==> config.mk <==
export PLATFORM = sky130hd
export DESIGN_NAME = prirv32_instr_encoder_flat
export DESIGN_NICKNAME = d
export VERILOG_FILES = /design/src/rtl/prirv32_instr_encoder_if.sv /design/src/rtl/prirv32_instr_encoder.sv /design/src/flat_wrapper.sv
export SDC_FILE = /design/constraint.sdc
export NUM_CORES = 1
export LEC_CHECK = 0
export ABC_AREA = 0
export BUFFER_PORTS_ARGS = -buffer_cell sky130_fd_sc_hd__buf_2
export CAP_MARGIN = 20
export CORE_MARGIN = 1
export CORE_UTILIZATION = 55
export DETAILED_ROUTE_END_ITERATION = 8
export GPL_TIMING_DRIVEN = 1
export PLACE_DENSITY = 0.79
export SYNTH_ARGS = -nofsm -noshare
export SYNTH_HDL_FRONTEND = slang
export SYNTH_SLANG_ARGS = --single-unit
==> constraint.sdc <==
create_clock -name clk_in -period 3.3 [get_ports clk_in]
set_clock_uncertainty 0.1 [all_clocks]
set_input_delay 0.165 -clock clk_in [delete_from_list [all_inputs] [get_ports clk_in]]
set_output_delay 0.165 -clock clk_in [all_outputs]
set_load 0.1 [all_outputs]
==> src/rtl/prirv32_instr_encoder_if.sv <==
// Request/instruction handshake bundle for prirv32_instr_encoder.
// The encoder sits on the slave modport; its producer/consumer uses master.
interface prirv32_instr_encoder_if #(
    parameter int CNT_W = 16
);
    logic             req_valid_i;
    logic             req_ready_o;
    logic [5:0]       req_op_i;
    logic [4:0]       req_rd_i;
    logic [4:0]       req_rs1_i;
    logic [4:0]       req_rs2_i;
    logic [31:0]      req_imm_i;
    logic             instr_valid_o;
    logic             instr_ready_i;
    logic [31:0]      instr_o;
    logic             instr_err_o;
    logic [CNT_W-1:0] enc_count_o;
    logic [CNT_W-1:0] err_count_o;

    modport master (
        output req_valid_i, req_op_i, req_rd_i, req_rs1_i, req_rs2_i, req_imm_i, instr_ready_i,
        input  req_ready_o, instr_valid_o, instr_o, instr_err_o, enc_count_o, err_count_o
    );

    modport slave (
        input  req_valid_i, req_op_i, req_rd_i, req_rs1_i, req_rs2_i, req_imm_i, instr_ready_i,
        output req_ready_o, instr_valid_o, instr_o, instr_err_o, enc_count_o, err_count_o
    );
endinterface

==> src/rtl/prirv32_instr_encoder.sv <==
// RV32I instruction encoder with immediate range checks and an in-order output FIFO.
// Define PRIRV32_ENC_CSR_EN to encode the CSR ops (41-46); otherwise they are illegal.
module prirv32_instr_encoder #(
    parameter int FIFO_DEPTH = 2,
    parameter int CNT_W      = 16
) (
    input logic                   clk_in,
    input logic                   rst,
    prirv32_instr_encoder_if.slave bus
);
    localparam int AW = $clog2(FIFO_DEPTH);
    localparam logic [31:0] NOP = 32'h0000_0013;
    localparam logic [CNT_W-1:0] CNT_ONE = {{(CNT_W-1){1'b0}}, 1'b1};

    localparam logic [6:0] OPC_LUI = 7'b0110111, OPC_AUIPC = 7'b0010111, OPC_JAL = 7'b1101111,
                           OPC_JALR = 7'b1100111, OPC_BR = 7'b1100011, OPC_LD = 7'b0000011,
                           OPC_ST = 7'b0100011, OPC_IMM = 7'b0010011, OPC_OP = 7'b0110011,
                           OPC_SYS = 7'b1110011;
    localparam logic [6:0] F7_ALT = 7'b0100000;

    typedef enum logic [3:0] {
        FMT_BAD, FMT_U, FMT_J, FMT_I, FMT_S, FMT_B, FMT_SH, FMT_R, FMT_FIX, FMT_CSR
    } fmt_t;

    logic [31:0] imm;
    logic [4:0]  rd, rs1, rs2;
    logic        i_ok, b_ok, j_ok, u_ok, sh_ok;

    fmt_t        fmt;
    logic [2:0]  f3;
    logic [6:0]  f7;
    logic [6:0]  opc;
    logic [31:0] fixed_word;
    logic [31:0] enc_word;
    logic        enc_bad;

    assign imm = bus.req_imm_i;
    assign rd  = bus.req_rd_i;
    assign rs1 = bus.req_rs1_i;
    assign rs2 = bus.req_rs2_i;

    // An immediate fits when every bit above the field's sign bit copies it
    assign i_ok  = (&imm[31:11]) | ~(|imm[31:11]);
    assign b_ok  = ((&imm[31:12]) | ~(|imm[31:12])) & ~imm[0];
    assign j_ok  = ((&imm[31:20]) | ~(|imm[31:20])) & ~imm[0];
    assign u_ok  = ~(|imm[11:0]);
    assign sh_ok = ~(|imm[31:5]);

    always_comb begin
        fmt        = FMT_BAD;
        f3         = 3'b000;
        f7         = 7'b0000000;
        opc        = 7'b0000000;
        fixed_word = NOP;
        case (bus.req_op_i)
            6'd0:  begin fmt = FMT_U;  opc = OPC_LUI;   end
            6'd1:  begin fmt = FMT_U;  opc = OPC_AUIPC; end
            6'd2:  begin fmt = FMT_J;  opc = OPC_JAL;   end
            6'd3:  begin fmt = FMT_I;  opc = OPC_JALR;  f3 = 3'b000; end
            6'd4:  begin fmt = FMT_B;  opc = OPC_BR;    f3 = 3'b000; end
            6'd5:  begin fmt = FMT_B;  opc = OPC_BR;    f3 = 3'b001; end
            6'd6:  begin fmt = FMT_B;  opc = OPC_BR;    f3 = 3'b100; end
            6'd7:  begin fmt = FMT_B;  opc = OPC_BR;    f3 = 3'b101; end
            6'd8:  begin fmt = FMT_B;  opc = OPC_BR;    f3 = 3'b110; end
            6'd9:  begin fmt = FMT_B;  opc = OPC_BR;    f3 = 3'b111; end
            6'd10: begin fmt = FMT_I;  opc = OPC_LD;    f3 = 3'b000; end
            6'd11: begin fmt = FMT_I;  opc = OPC_LD;    f3 = 3'b001; end
            6'd12: begin fmt = FMT_I;  opc = OPC_LD;    f3 = 3'b010; end
            6'd13: begin fmt = FMT_I;  opc = OPC_LD;    f3 = 3'b100; end
            6'd14: begin fmt = FMT_I;  opc = OPC_LD;    f3 = 3'b101; end
            6'd15: begin fmt = FMT_S;  opc = OPC_ST;    f3 = 3'b000; end
            6'd16: begin fmt = FMT_S;  opc = OPC_ST;    f3 = 3'b001; end
            6'd17: begin fmt = FMT_S;  opc = OPC_ST;    f3 = 3'b010; end
            6'd18: begin fmt = FMT_I;  opc = OPC_IMM;   f3 = 3'b000; end
            6'd19: begin fmt = FMT_I;  opc = OPC_IMM;   f3 = 3'b010; end
            6'd20: begin fmt = FMT_I;  opc = OPC_IMM;   f3 = 3'b011; end
            6'd21: begin fmt = FMT_I;  opc = OPC_IMM;   f3 = 3'b100; end
            6'd22: begin fmt = FMT_I;  opc = OPC_IMM;   f3 = 3'b110; end
            6'd23: begin fmt = FMT_I;  opc = OPC_IMM;   f3 = 3'b111; end
            6'd24: begin fmt = FMT_SH; opc = OPC_IMM;   f3 = 3'b001; end
            6'd25: begin fmt = FMT_SH; opc = OPC_IMM;   f3 = 3'b101; end
            6'd26: begin fmt = FMT_SH; opc = OPC_IMM;   f3 = 3'b101; f7 = F7_ALT; end
            6'd27: begin fmt = FMT_R;  opc = OPC_OP;    f3 = 3'b000; end
            6'd28: begin fmt = FMT_R;  opc = OPC_OP;    f3 = 3'b000; f7 = F7_ALT; end
            6'd29: begin fmt = FMT_R;  opc = OPC_OP;    f3 = 3'b001; end
            6'd30: begin fmt = FMT_R;  opc = OPC_OP;    f3 = 3'b010; end
            6'd31: begin fmt = FMT_R;  opc = OPC_OP;    f3 = 3'b011; end
            6'd32: begin fmt = FMT_R;  opc = OPC_OP;    f3 = 3'b100; end
            6'd33: begin fmt = FMT_R;  opc = OPC_OP;    f3 = 3'b101; end
            6'd34: begin fmt = FMT_R;  opc = OPC_OP;    f3 = 3'b101; f7 = F7_ALT; end
            6'd35: begin fmt = FMT_R;  opc = OPC_OP;    f3 = 3'b110; end
            6'd36: begin fmt = FMT_R;  opc = OPC_OP;    f3 = 3'b111; end
            6'd37: begin fmt = FMT_FIX; fixed_word = 32'h0FF0_000F; end
            6'd38: begin fmt = FMT_FIX; fixed_word = 32'h0000_100F; end
            6'd39: begin fmt = FMT_FIX; fixed_word = 32'h0000_0073; end
            6'd40: begin fmt = FMT_FIX; fixed_word = 32'h0010_0073; end
`ifdef PRIRV32_ENC_CSR_EN
            6'd41: begin fmt = FMT_CSR; opc = OPC_SYS;  f3 = 3'b001; end
            6'd42: begin fmt = FMT_CSR; opc = OPC_SYS;  f3 = 3'b010; end
            6'd43: begin fmt = FMT_CSR; opc = OPC_SYS;  f3 = 3'b011; end
            6'd44: begin fmt = FMT_CSR; opc = OPC_SYS;  f3 = 3'b101; end
            6'd45: begin fmt = FMT_CSR; opc = OPC_SYS;  f3 = 3'b110; end
            6'd46: begin fmt = FMT_CSR; opc = OPC_SYS;  f3 = 3'b111; end
`endif
            default: fmt = FMT_BAD;
        endcase
    end

    // Assemble the word for the selected format; any range violation collapses it to a NOP
    always_comb begin
        enc_word = NOP;
        enc_bad  = 1'b0;
        case (fmt)
            FMT_U:   begin enc_word = {imm[31:12], rd, opc}; enc_bad = ~u_ok; end
            FMT_J:   begin enc_word = {imm[20], imm[10:1], imm[11], imm[19:12], rd, opc}; enc_bad = ~j_ok; end
            FMT_I:   begin enc_word = {imm[11:0], rs1, f3, rd, opc}; enc_bad = ~i_ok; end
            FMT_S:   begin enc_word = {imm[11:5], rs2, rs1, f3, imm[4:0], opc}; enc_bad = ~i_ok; end
            FMT_B:   begin enc_word = {imm[12], imm[10:5], rs2, rs1, f3, imm[4:1], imm[11], opc}; enc_bad = ~b_ok; end
            FMT_SH:  begin enc_word = {f7, imm[4:0], rs1, f3, rd, opc}; enc_bad = ~sh_ok; end
            FMT_R:   enc_word = {f7, rs2, rs1, f3, rd, opc};
            FMT_FIX: enc_word = fixed_word;
`ifdef PRIRV32_ENC_CSR_EN
            FMT_CSR: begin enc_word = {imm[11:0], rs1, f3, rd, opc}; enc_bad = |imm[31:12]; end
`endif
            default: enc_bad = 1'b1;
        endcase
        if (enc_bad) enc_word = NOP;
    end

    logic [31:0]      mem_word [FIFO_DEPTH];
    logic             mem_err  [FIFO_DEPTH];
    logic [AW:0]      wr_ptr, rd_ptr;
    logic [31:0]      last_word;
    logic             last_err;
    logic [CNT_W-1:0] enc_count, err_count;
    logic             empty, full, push, pop;

    // Pointers carry one extra wrap bit so full and empty are distinguishable
    assign empty = (wr_ptr == rd_ptr);
    assign full  = (wr_ptr[AW] != rd_ptr[AW]) && (wr_ptr[AW-1:0] == rd_ptr[AW-1:0]);
    assign push  = bus.req_valid_i & ~full;
    assign pop   = ~empty & bus.instr_ready_i;

    always_ff @(posedge clk_in) begin
        if (push) begin
            mem_word[wr_ptr[AW-1:0]] <= enc_word;
            mem_err[wr_ptr[AW-1:0]]  <= enc_bad;
        end
    end

    always_ff @(posedge clk_in) begin
        if (rst) begin
            wr_ptr    <= '0;
            rd_ptr    <= '0;
            last_word <= '0;
            last_err  <= 1'b0;
            enc_count <= '0;
            err_count <= '0;
        end else begin
            if (push) begin
                wr_ptr    <= wr_ptr + 1'b1;
                enc_count <= enc_count + CNT_ONE;
                if (enc_bad) err_count <= err_count + CNT_ONE;
            end
            if (pop) begin
                rd_ptr    <= rd_ptr + 1'b1;
                last_word <= mem_word[rd_ptr[AW-1:0]];
                last_err  <= mem_err[rd_ptr[AW-1:0]];
            end
        end
    end

    // With the FIFO empty the outputs keep showing whatever was consumed last
    assign bus.req_ready_o   = ~full;
    assign bus.instr_valid_o = ~empty;
    assign bus.instr_o       = empty ? last_word : mem_word[rd_ptr[AW-1:0]];
    assign bus.instr_err_o   = empty ? last_err  : mem_err[rd_ptr[AW-1:0]];
    assign bus.enc_count_o   = enc_count;
    assign bus.err_count_o   = err_count;
endmodule
==> src/flat_wrapper.sv <==
// flat-port wrapper written by rule: the top's interface ports become plain ports
module prirv32_instr_encoder_flat 
#(
    parameter int FIFO_DEPTH = 2,
    parameter int CNT_W      = 16
)
  (clk_in, rst, bus_req_valid_i, bus_req_op_i, bus_req_rd_i, bus_req_rs1_i, bus_req_rs2_i, bus_req_imm_i, bus_instr_ready_i, bus_req_ready_o, bus_instr_valid_o, bus_instr_o, bus_instr_err_o, bus_enc_count_o, bus_err_count_o);
  prirv32_instr_encoder_if #(.CNT_W(CNT_W)) bus_i ();
  input logic clk_in;
  input logic rst;
  input wire logic [$bits(bus_i.req_valid_i)-1:0] bus_req_valid_i;
  input wire logic [$bits(bus_i.req_op_i)-1:0] bus_req_op_i;
  input wire logic [$bits(bus_i.req_rd_i)-1:0] bus_req_rd_i;
  input wire logic [$bits(bus_i.req_rs1_i)-1:0] bus_req_rs1_i;
  input wire logic [$bits(bus_i.req_rs2_i)-1:0] bus_req_rs2_i;
  input wire logic [$bits(bus_i.req_imm_i)-1:0] bus_req_imm_i;
  input wire logic [$bits(bus_i.instr_ready_i)-1:0] bus_instr_ready_i;
  output wire logic [$bits(bus_i.req_ready_o)-1:0] bus_req_ready_o;
  output wire logic [$bits(bus_i.instr_valid_o)-1:0] bus_instr_valid_o;
  output wire logic [$bits(bus_i.instr_o)-1:0] bus_instr_o;
  output wire logic [$bits(bus_i.instr_err_o)-1:0] bus_instr_err_o;
  output wire logic [$bits(bus_i.enc_count_o)-1:0] bus_enc_count_o;
  output wire logic [$bits(bus_i.err_count_o)-1:0] bus_err_count_o;
  assign bus_i.req_valid_i = bus_req_valid_i;
  assign bus_i.req_op_i = bus_req_op_i;
  assign bus_i.req_rd_i = bus_req_rd_i;
  assign bus_i.req_rs1_i = bus_req_rs1_i;
  assign bus_i.req_rs2_i = bus_req_rs2_i;
  assign bus_i.req_imm_i = bus_req_imm_i;
  assign bus_i.instr_ready_i = bus_instr_ready_i;
  assign bus_req_ready_o = bus_i.req_ready_o;
  assign bus_instr_valid_o = bus_i.instr_valid_o;
  assign bus_instr_o = bus_i.instr_o;
  assign bus_instr_err_o = bus_i.instr_err_o;
  assign bus_enc_count_o = bus_i.enc_count_o;
  assign bus_err_count_o = bus_i.err_count_o;
  prirv32_instr_encoder #(.FIFO_DEPTH(FIFO_DEPTH), .CNT_W(CNT_W)) u_core (.clk_in(clk_in), .rst(rst), .bus(bus_i));
endmodule
# == Yosys cells after proc, flatten, opt, wreduce, memory -nomap -nowiden ==
# Memories as Yosys holds them, arrays and structs flattened. A register that Yosys moved wholly into a read port is not among the register bits.
# Cells that the tools add are included.
# classes
n_addsub,4
eq_ne,51
n_mux,16
bitwise_logic,16
reduce_logical,30
# op_table
cell,n
32-bit case mux with 8 select lines,1
28-bit case mux with 4 select lines,1
6-bit by 5-bit equality test with 1-bit output (second input constant),16
32-bit two-way mux,2
7-bit case mux with 9 select lines,1
6-bit equality test (second input constant),9
6-bit by 4-bit equality test with 1-bit output (second input constant),8
12-bit OR reduction,3
16-bit by 1-bit adder with 16-bit output (second input constant),2
4-bit case mux with 8 select lines,1
27-bit OR reduction,1
6-bit by 3-bit equality test with 1-bit output (second input constant),4
3-bit case mux with 7 select lines,1
21-bit AND reduction,1
21-bit OR reduction,1
20-bit AND reduction,1
20-bit OR reduction,1
4-bit by 3-bit equality test with 1-bit output (second input constant),4
3-bit OR reduction,5
6-bit by 2-bit equality test with 1-bit output (second input constant),2
12-bit AND reduction,1
4-bit OR reduction,3
6-bit OR reduction,2
10-bit OR reduction,1
20 further kinds,45
# totals
register_bits,69
ram_bits,66
input_bits,57
output_inout_bits,67
wordCells,125
n_memories,2
# mem_list
name,depth,word_bits,read_ports,rd_clocked_by_memory_dff,write_ports,line_no,rtl
u_core.mem_word,2,32,1,1,1,prirv32_instr_encoder.sv:130,logic [31:0] mem_word [FIFO_DEPTH];
u_core.mem_err,2,1,1,1,1,prirv32_instr_encoder.sv:131,logic mem_err [FIFO_DEPTH];

# == Longest topological paths before layout ==
# Gate-level depths: netlist (run 1).
# depth
depth_word,7
depth_mapped,11
depth_no_buf,8

# == Worst setup path before layout (run 1) ==
# Ideal clock, no wire load.
# synth_timing
path_kind,flip-flop to output port
startpoint,register with a tool-made name
endpoint,output bus_instr_o[1]
t_arrival_ps,3179
required_time_ps,3035
path_slack_ps,-144
stages_incl_launch_ff,6
n_path_buf,3
path_cell_list,dfxtp_1 > clkbuf_1 > buf_1 > mux2i_1 > a21oi_1 > buf_4
# synth_rtl
element,line_no,rtl
to (decl),flat_wrapper.sv:20,output wire logic [$bits(bus_i.instr_o)-1:0] bus_instr_o;

# == Worst setup path in the final report (run 1) ==
# layout_timing
startpoint,input bus_req_imm_i[8]
endpoint,memory u_core.mem_word[1][2] (data pin)
# layout_via
elab_chain_len,3
elab_cells_between_ends,4
cone_classes,2 x mux; 2 x reduce/logical
# layout_lines
element,line_no,rtl
from (decl),flat_wrapper.sv:16,input wire logic [$bits(bus_i.req_imm_i)-1:0] bus_req_imm_i;
27-bit OR reduction or 12-bit OR reduction (tied branches),"prirv32_instr_encoder.sv:47, prirv32_instr_encoder.sv:46",
1-bit case mux with 6 select lines *,prirv32_instr_encoder.sv:113,case (fmt)
32-bit two-way mux *,prirv32_instr_encoder.sv:127,if (enc_bad) enc_word = NOP;
net u_core.enc_word[2],prirv32_instr_encoder.sv:34,logic [31:0] enc_word;
to (decl),prirv32_instr_encoder.sv:130,
# The timed path passes the listed nets; every way through them passes the cells marked *.

==> qor.txt, run 1 <==
Worst Path Required: 3.42 ns
routed vias/inst: 6.12
core box area: 11700 um^2
CP peak stage delay: 0.55 ns
first-pass GRT wire length: 29300 um
hold buffer count at cts: 0
status: finished, final reports clean
worst min-delay path category: in2reg
Max-slew headroom: 0.396
Seq/Total Area, Yosys: 0.492
beginning of the worst hold path: bus_req_rs2_i[4]
minimum clock period: 2.80 ns
post-synth top area share: 0.286
RR Startpoint: u_core.rd_ptr[1]
type of origin of the critical path: input port
max-cap viol count: 0
slowest cell on the critical path: and3_1
multi-input logic area: 3170 um^2
IO Port Bufs: 123
critical path startpoint: bus_req_imm_i[8]
critical-path cell list: buf_2 > nor4_1 > nand2_1 > o32a_1 > nor4b_4 > and3_1 > inv_2 > buf_12 > nor3_1
crit share post-route: 0.847
Rows: 39
Most used DFF post-synth: dfxtp_1
die width: 113 um
vias in the first global route: 5756
CP arrival: 2.92 ns
share of cells above drive strength 1: 0.225
CP endpoint kind: register
drt wl/cell: 18.4 um
Sink Count: 133
post-DP HPWL: 13000 um
total CTS buffers: 17
Routed WL: 18200 um
grt total ovfl: 0
Post-synth EDFFs: 64
Final Hold Viols: 0
DRT antenna net count: 0
Die Y-Extent: 113 um
postcts setup bufs: 0
Worst-path clk slew: 0.06 ns
largest net degree at the start of global routing: 42
post-synth cell types: 66
CTS tree: done
Yosys reg bits: 133
RSZ-0062 raised after global routing: no
DR iter-0 viols: 599
synthesized area: 6720 um^2
die area: 12700 um^2
antenna violations before repair: 0
Mapped Cells: 719
Initial Utilization: 0.576
most frequent cells in the layout: 132 x nor2_1, 123 x buf_2, 68 x a21oi_1, 68 x dfxtp_1, 64 x edfxtp_1
Antenna diodes: 0
top cells by area, synth: edfxtp_1 29%, dfxtp_1 21%, nor2_1 7.4%
net count reported at finish: 889
synth warn: 0
Via Count: 6030
Remaining DRCs: 0
IO Count: 124
Worst Tran Pin Value: 0.901 ns
register area: 3300 um^2
TritonRoute pass-1 iters: 6
Placer Congestion: 0.993
Max Root-Sink Buffers: 2
final setup fails: 0
Max FO, Critical Path: 32
Final Max Slew Viols: 0
Max Freq: 358 MHz
mean post-synth cell area: 9.34 um^2
CTS HTree Levels: 4
FILL cells: 874
pre-CTS setup slack: 0.176 ns
hold_ws: 0.0657 ns
PnR worst setup slack: 0.504 ns
CP Class: in2reg
# resized after CTS: 0
commonest non-fill, non-tap cell in the layout: nor2_1
area grow syn2layout: 20.0%
R2R Setup Slk: 0.86 ns
Worst-Skew Late Latency: 0.41 ns
Synth area leader: edfxtp_1
total global-route track usage: 0.301
root buf cell: clkbuf_16
ys async rst share: 0
## cell families (layout without fill, tap and decap cells)
logic type	Yosys count	count (layout)	share of synthesized area
multiplexers	35	35	0.0533
other	1	2	0.000558
AND/OR/NAND/NOR	268	268	0.190
XOR/XNOR	28	28	0.0365
AO/OA/AOI/OAI	190	190	0.184
buffers and inverters	61	184	0.0389
flip-flops	133	133	0.492
adder cells (fa/ha/maj)	3	3	0.00521
## cell type report
cell class / instances / area share
Clock buffer: 17 / 0.0528
Clock inverter: 15 / 0.0191
Inverter: 7 / 0.00326
Multi-Input combinational cell: 526 / 0.393
Sequential cell: 133 / 0.410
Tap cell: 143 / 0.0222
Timing Repair Buffer: 145 / 0.100
## layer usage
layer,GRT usage,vias up,part of all wire
met5,0,-,0
met4,0.139,0,0.040
met3,0.0729,60,0.068
met2,0.498,287,0.49
met1,0.373,2815,0.40
li1,-,2868,-
## critical path, delay by kind of cell
kind,cells,cell delay (ns)
and+or+nand+nor,5,1.90
buffers and inverters,3,0.46
AOI/OAI and AO/OA,1,0.38
## cell usage after synthesis, types with 3 or more instances
cell / count
a311oi_1: 3
nand4_1: 11
o21ai_0: 22
a211oi_1: 36
buf_2: 5
a221oi_1: 10
nand3_1: 20
and2_1: 7
a22oi_1: 12
buf_6: 3
or3_1: 6
xnor2_1: 12
a21o_1: 3
edfxtp_1: 64
mux2i_1: 32
nor2_1: 133
dfxtp_1: 69
nand2b_1: 3
or4_1: 3
a21oi_1: 69
buf_1: 11
nor3_1: 11
and3_1: 9
nor4_1: 8
a222oi_1: 3
nand2_1: 35
a31oi_1: 6
xor2_1: 16
clkbuf_1: 34
inv_1: 6
nor2b_1: 8
## through the flow
stage / setup TNS, ns / area, um^2 / util / instances
after floorplan: -1.05 / 6730 / - / 720
after global routing: 0 / 8060 / 0.691 / 986
final: 0 / 8060 / 0.691 / 986
after detailed placement: 0 / 7480 / 0.642 / 954
after global placement: 0 / 7480 / 0.642 / 954
after CTS: 0 / 8060 / 0.691 / 986
## path summary, 6_finish.rpt
check	end	depth (start not counted)
worst max-delay path	u_core.mem_word[1][2]	9
worst min-delay path	u_core.mem_word[1][24]	3
worst max register to register	u_core.last_word[12]	6
worst min register to register	u_core.bus.err_count_o[15]	2
## registers in the layout (all words and copies together) (netlist names), named ones only
signal and count:
u_core.mem_word 62, u_core.last_err 1, u_core.last_word 31, u_core.bus.err_count_o 16, u_core.rd_ptr 2, u_core.bus.enc_count_o 16
u_core.mem_err 2, u_core.wr_ptr 2
Power of run 1 is left out: the tool's default activity adds up to more than one toggle a clock period on the data nets, which glitch-free logic cannot reach.
==> inputs of run 2 (changes only) <==
clock period = 2.7 ns   (was 3.3 ns; I/O delays follow)
==> qor.txt, run 2 (synthesis gave the netlist of run 1 again) <==
status: finished, final reports clean
worst min-delay path category: in2reg
root buf cell: clkbuf_16
Die Y-Extent: 113 um
Worst Path Required: 2.47 ns
Final Max Slew Viols: 0
RR Startpoint: u_core.wr_ptr[0]
CP endpoint kind: output port
Max Root-Sink Buffers: 2
minimum clock period: 2.49 ns
Routed WL: 18900 um
max-cap viol count: 0
die area: 12700 um^2
share of cells above drive strength 1: 0.265
CTS HTree Levels: 4
type of origin of the critical path: register
commonest non-fill, non-tap cell in the layout: nor2_1
post-DP HPWL: 13500 um
CTS tree: done
Rows: 39
RSZ-0062 raised after global routing: no
net count reported at finish: 906
Sink Count: 133
critical path startpoint: u_core.rd_ptr[1]
CP arrival: 2.25 ns
drt wl/cell: 18.8 um
Max-slew headroom: 0.527
Initial Utilization: 0.576
Max Freq: 402 MHz
Worst-path clk slew: 0.05 ns
total CTS buffers: 17
first-pass GRT wire length: 29700 um
DR iter-0 viols: 675
die width: 113 um
postcts setup bufs: 0
total global-route track usage: 0.305
crit share post-route: 0.921
max FFs per register: 62
Placer Congestion: 0.979
grt total ovfl: 0
vias in the first global route: 5665
CP Class: reg2out
TritonRoute pass-1 iters: 7
Via Count: 6241
Worst Tran Pin Value: 0.705 ns
Final Hold Viols: 0
Antenna diodes: 0
Remaining DRCs: 0
Final Util: 0.718
Worst-Skew Late Latency: 0.41 ns
pre-CTS setup slack: -0.00636 ns
area grow syn2layout: 24.6%
beginning of the worst hold path: bus_req_rs2_i[4]
# resized after CTS: 0
IO Count: 124
routed vias/inst: 6.22
antenna violations before repair: 0
PnR worst setup slack: 0.212 ns
final setup fails: 0
DRT antenna net count: 0
Max FO, Critical Path: 41
IO Port Bufs: 123
largest net degree at the start of global routing: 43
most frequent cells in the layout: 132 x nor2_1, 119 x buf_2, 68 x dfxtp_1
core box area: 11700 um^2
[run 2: worst max-delay path, cell delays in order (launching register included)]
cell      delay (ns)
dfxtp_1         0.37
xor2_1          0.28
nand2b_2        0.25
buf_12          0.25
nor2_1          0.08
a21oi_2         0.14
buf_2           0.45
[run 2: layout make-up]
type,instances,area (um^2)
Sequential cell,133,3300
Fill cell,847,3290
Multi-Input combinational cell,526,3270
Timing Repair Buffer,162,1020
Clock buffer,29,553
Tap cell,143,179
Inverter,7,26.3
Clock inverter,3,15.0
[run 2: repair_timing]
action	CTS	global route
endpoints found under the hold margin	2	0
hold buffers	1	0
endpoints found under the setup margin	0	0
[run 2: metal layers]
metal,vias up,track usage,part of all wire
li1,2911,-,-
met1,2977,0.420,0.44
met2,323,0.475,0.46
met3,30,0.0599,0.080
met4,0,0.122,0.022
met5,-,0,0
[run 2: path summary, 6_finish.rpt]
check                                             endpoint  slack [ns]  cells past startpoint
worst max-delay path                       bus_instr_o[14]        0.21                      6
worst min-delay path                u_core.mem_word[1][24]        0.04                      3
worst max register to register  u_core.bus.err_count_o[11]        0.33                      8
worst min register to register  u_core.bus.err_count_o[15]        0.39                      2
[run 2: per-stage QoR]
stage | std cells | setup TNS, ns | instance area, um^2 | hold WS, ns
4_1_cts | 1002 | 0 | 8370 | 0.0125
6_report | 1003 | 0 | 8370 | 0.0380
3_3_place_gp | 969 | 0 | 7790 | 0.372
2_1_floorplan | 720 | -9.42 | 6830 | 0.296
3_5_place_dp | 969 | -0.0127 | 7790 | 0.387
5_1_grt | 1003 | 0 | 8370 | 0.0353
Power of run 2 is left out for the same reason.
==> inputs of run 3 (changes only) <==
CORE_MARGIN = 2   (was 1)
clock period = 2.57 ns   (was 2.7 ns; I/O delays follow)
==> qor.txt, run 3 (synthesis gave the netlist of run 1 again) <==
hold_ws: 0.0374 ns
Worst Path Required: 2.34 ns
R2R Path End: u_core.bus.enc_count_o[15]
max-cap viol count: 0
FF-to-FF path depth: 8
Routed WL: 18100 um
antenna violations before repair: 0
IO Count: 124
CP peak stage delay: 0.44 ns
RR Startpoint: u_core.wr_ptr[0]
max FFs per register: 62
PnR worst setup slack: 0.122 ns
postcts setup bufs: 0
CP arrival: 2.22 ns
CP Class: reg2out
Antenna diodes: 0
Max-slew headroom: 0.500
minimum clock period: 2.45 ns
M3 GR Usage: 0.0799
M2 GR Usage: 0.404
Worst setup endpoint: bus_instr_o[12]
routed vias/inst: 5.98
post-DP HPWL: 12900 um
share of cells above drive strength 1: 0.280
net count reported at finish: 918
Max FO, Critical Path: 48
drt wl/cell: 17.8 um
Sink Count: 133
core box area: 12000 um^2
slowest cell on the critical path: buf_2
die area: 13100 um^2
DRT antenna net count: 0
most frequent cells in the layout: 132 x nor2_1, 119 x buf_2, 65 x dfxtp_1
RSZ-0062 raised after global routing: no
CTS HTree Levels: 4
total CTS buffers: 17
type of origin of the critical path: register
worst min-delay path category: in2reg
commonest non-fill, non-tap cell in the layout: nor2_1
Max Freq: 408 MHz
Die Y-Extent: 115 um
Post-Place Cells: 983
critical-path cell list: xor2_1 > nand2b_2 > buf_12 > nor2_1 > a21oi_2 > buf_2
grt met1 use: 0.403
area grow syn2layout: 26.5%
largest net degree at the start of global routing: 54
worst path bufs/invs: 2
hold depth: 3
Max Root-Sink Buffers: 2
critical path startpoint: u_core.wr_ptr[1]
status: finished, final reports clean
TritonRoute pass-1 iters: 5
total global-route track usage: 0.282
DR iter-0 viols: 676
CP endpoint kind: output port
Rows: 40
Worst-path clk slew: 0.06 ns
Placer Congestion: 0.950
vias in the first global route: 5551
pre-CTS setup slack: -0.0216 ns
Initial Utilization: 0.562
Final Max Slew Viols: 0
IO Port Bufs: 123
die width: 115 um
critical path depth: 6
root buf cell: clkbuf_16
Remaining DRCs: 0
crit share post-route: 0.953
delay-heaviest family, CP: buffers and inverters
Worst Tran Pin Value: 0.746 ns
R2R Setup Slk: 0.23 ns
final setup fails: 0
gr busiest metal: met2
Via Count: 6089
fin cells: 1019
first-pass GRT wire length: 28600 um
CTS tree: done
Worst-Skew Late Latency: 0.42 ns
grt total ovfl: 0
Final Hold Viols: 0
-- run 3: layer usage --
metal	vias up	routed length, um
li1	2924	-
met1	2879	8330
met2	257	8130
met3	29	1210
met4	0	429
met5	-	0
-- run 3: how the worst min path moves through the flow --
| stage | start | slack (ns) | endpoint |
|---|---|---|---|
| floorplan | bus_req_imm_i[3] | 0.29 | u_core.mem_word[0][10] |
| global placement | u_core.bus.err_count_o[15] | 0.37 | u_core.bus.err_count_o[15] |
| detailed placement | u_core.bus.enc_count_o[1] | 0.39 | u_core.bus.enc_count_o[1] |
| CTS | bus_req_rs2_i[2] | 0.01 | u_core.mem_word[0][22] |
| global route | bus_req_rs2_i[1] | 0.04 | u_core.mem_word[0][21] |
| finish | bus_req_rs2_i[4] | 0.04 | u_core.mem_word[0][24] |
-- run 3: what timing repair did --
item | 4_1_cts | 5_1_grt
resized for setup | 0 | 4
endpoints found under the hold margin | 16 | 0
setup endpoints to repair | 0 | 4
hold buffers | 4 | 0
-- run 3: through the flow --
stage           util  TNS [ns]  instance area, um^2
3_5_place_dp   0.654   -0.0432                 7820
4_1_cts        0.709         0                 8490
2_1_floorplan      -    -14.31                 6840
6_report       0.710         0                 8500
5_1_grt        0.710         0                 8500
3_3_place_gp   0.654         0                 7820
-- run 3: worst register-to-register path: cells and delay by family (launching register included) --
family | cells | cell delay, ns
and+or+nand+nor | 4 | 0.81
DFF | 1 | 0.41
AOI/OAI and AO/OA | 1 | 0.32
xor gates and xnor gates | 2 | 0.30
buffers and inverters | 1 | 0.27
-- run 3: final cells by class --
cell class / count / area, um^2
clock inverter: 12 / 178
fill: 870 / 3470
tap: 147 / 184
multi-input combinational: 526 / 3270
clock buffer: 20 / 447
timing repair buffer: 174 / 1080
inverter: 7 / 26.3
sequential: 133 / 3310
Power of run 3 is left out for the same reason.
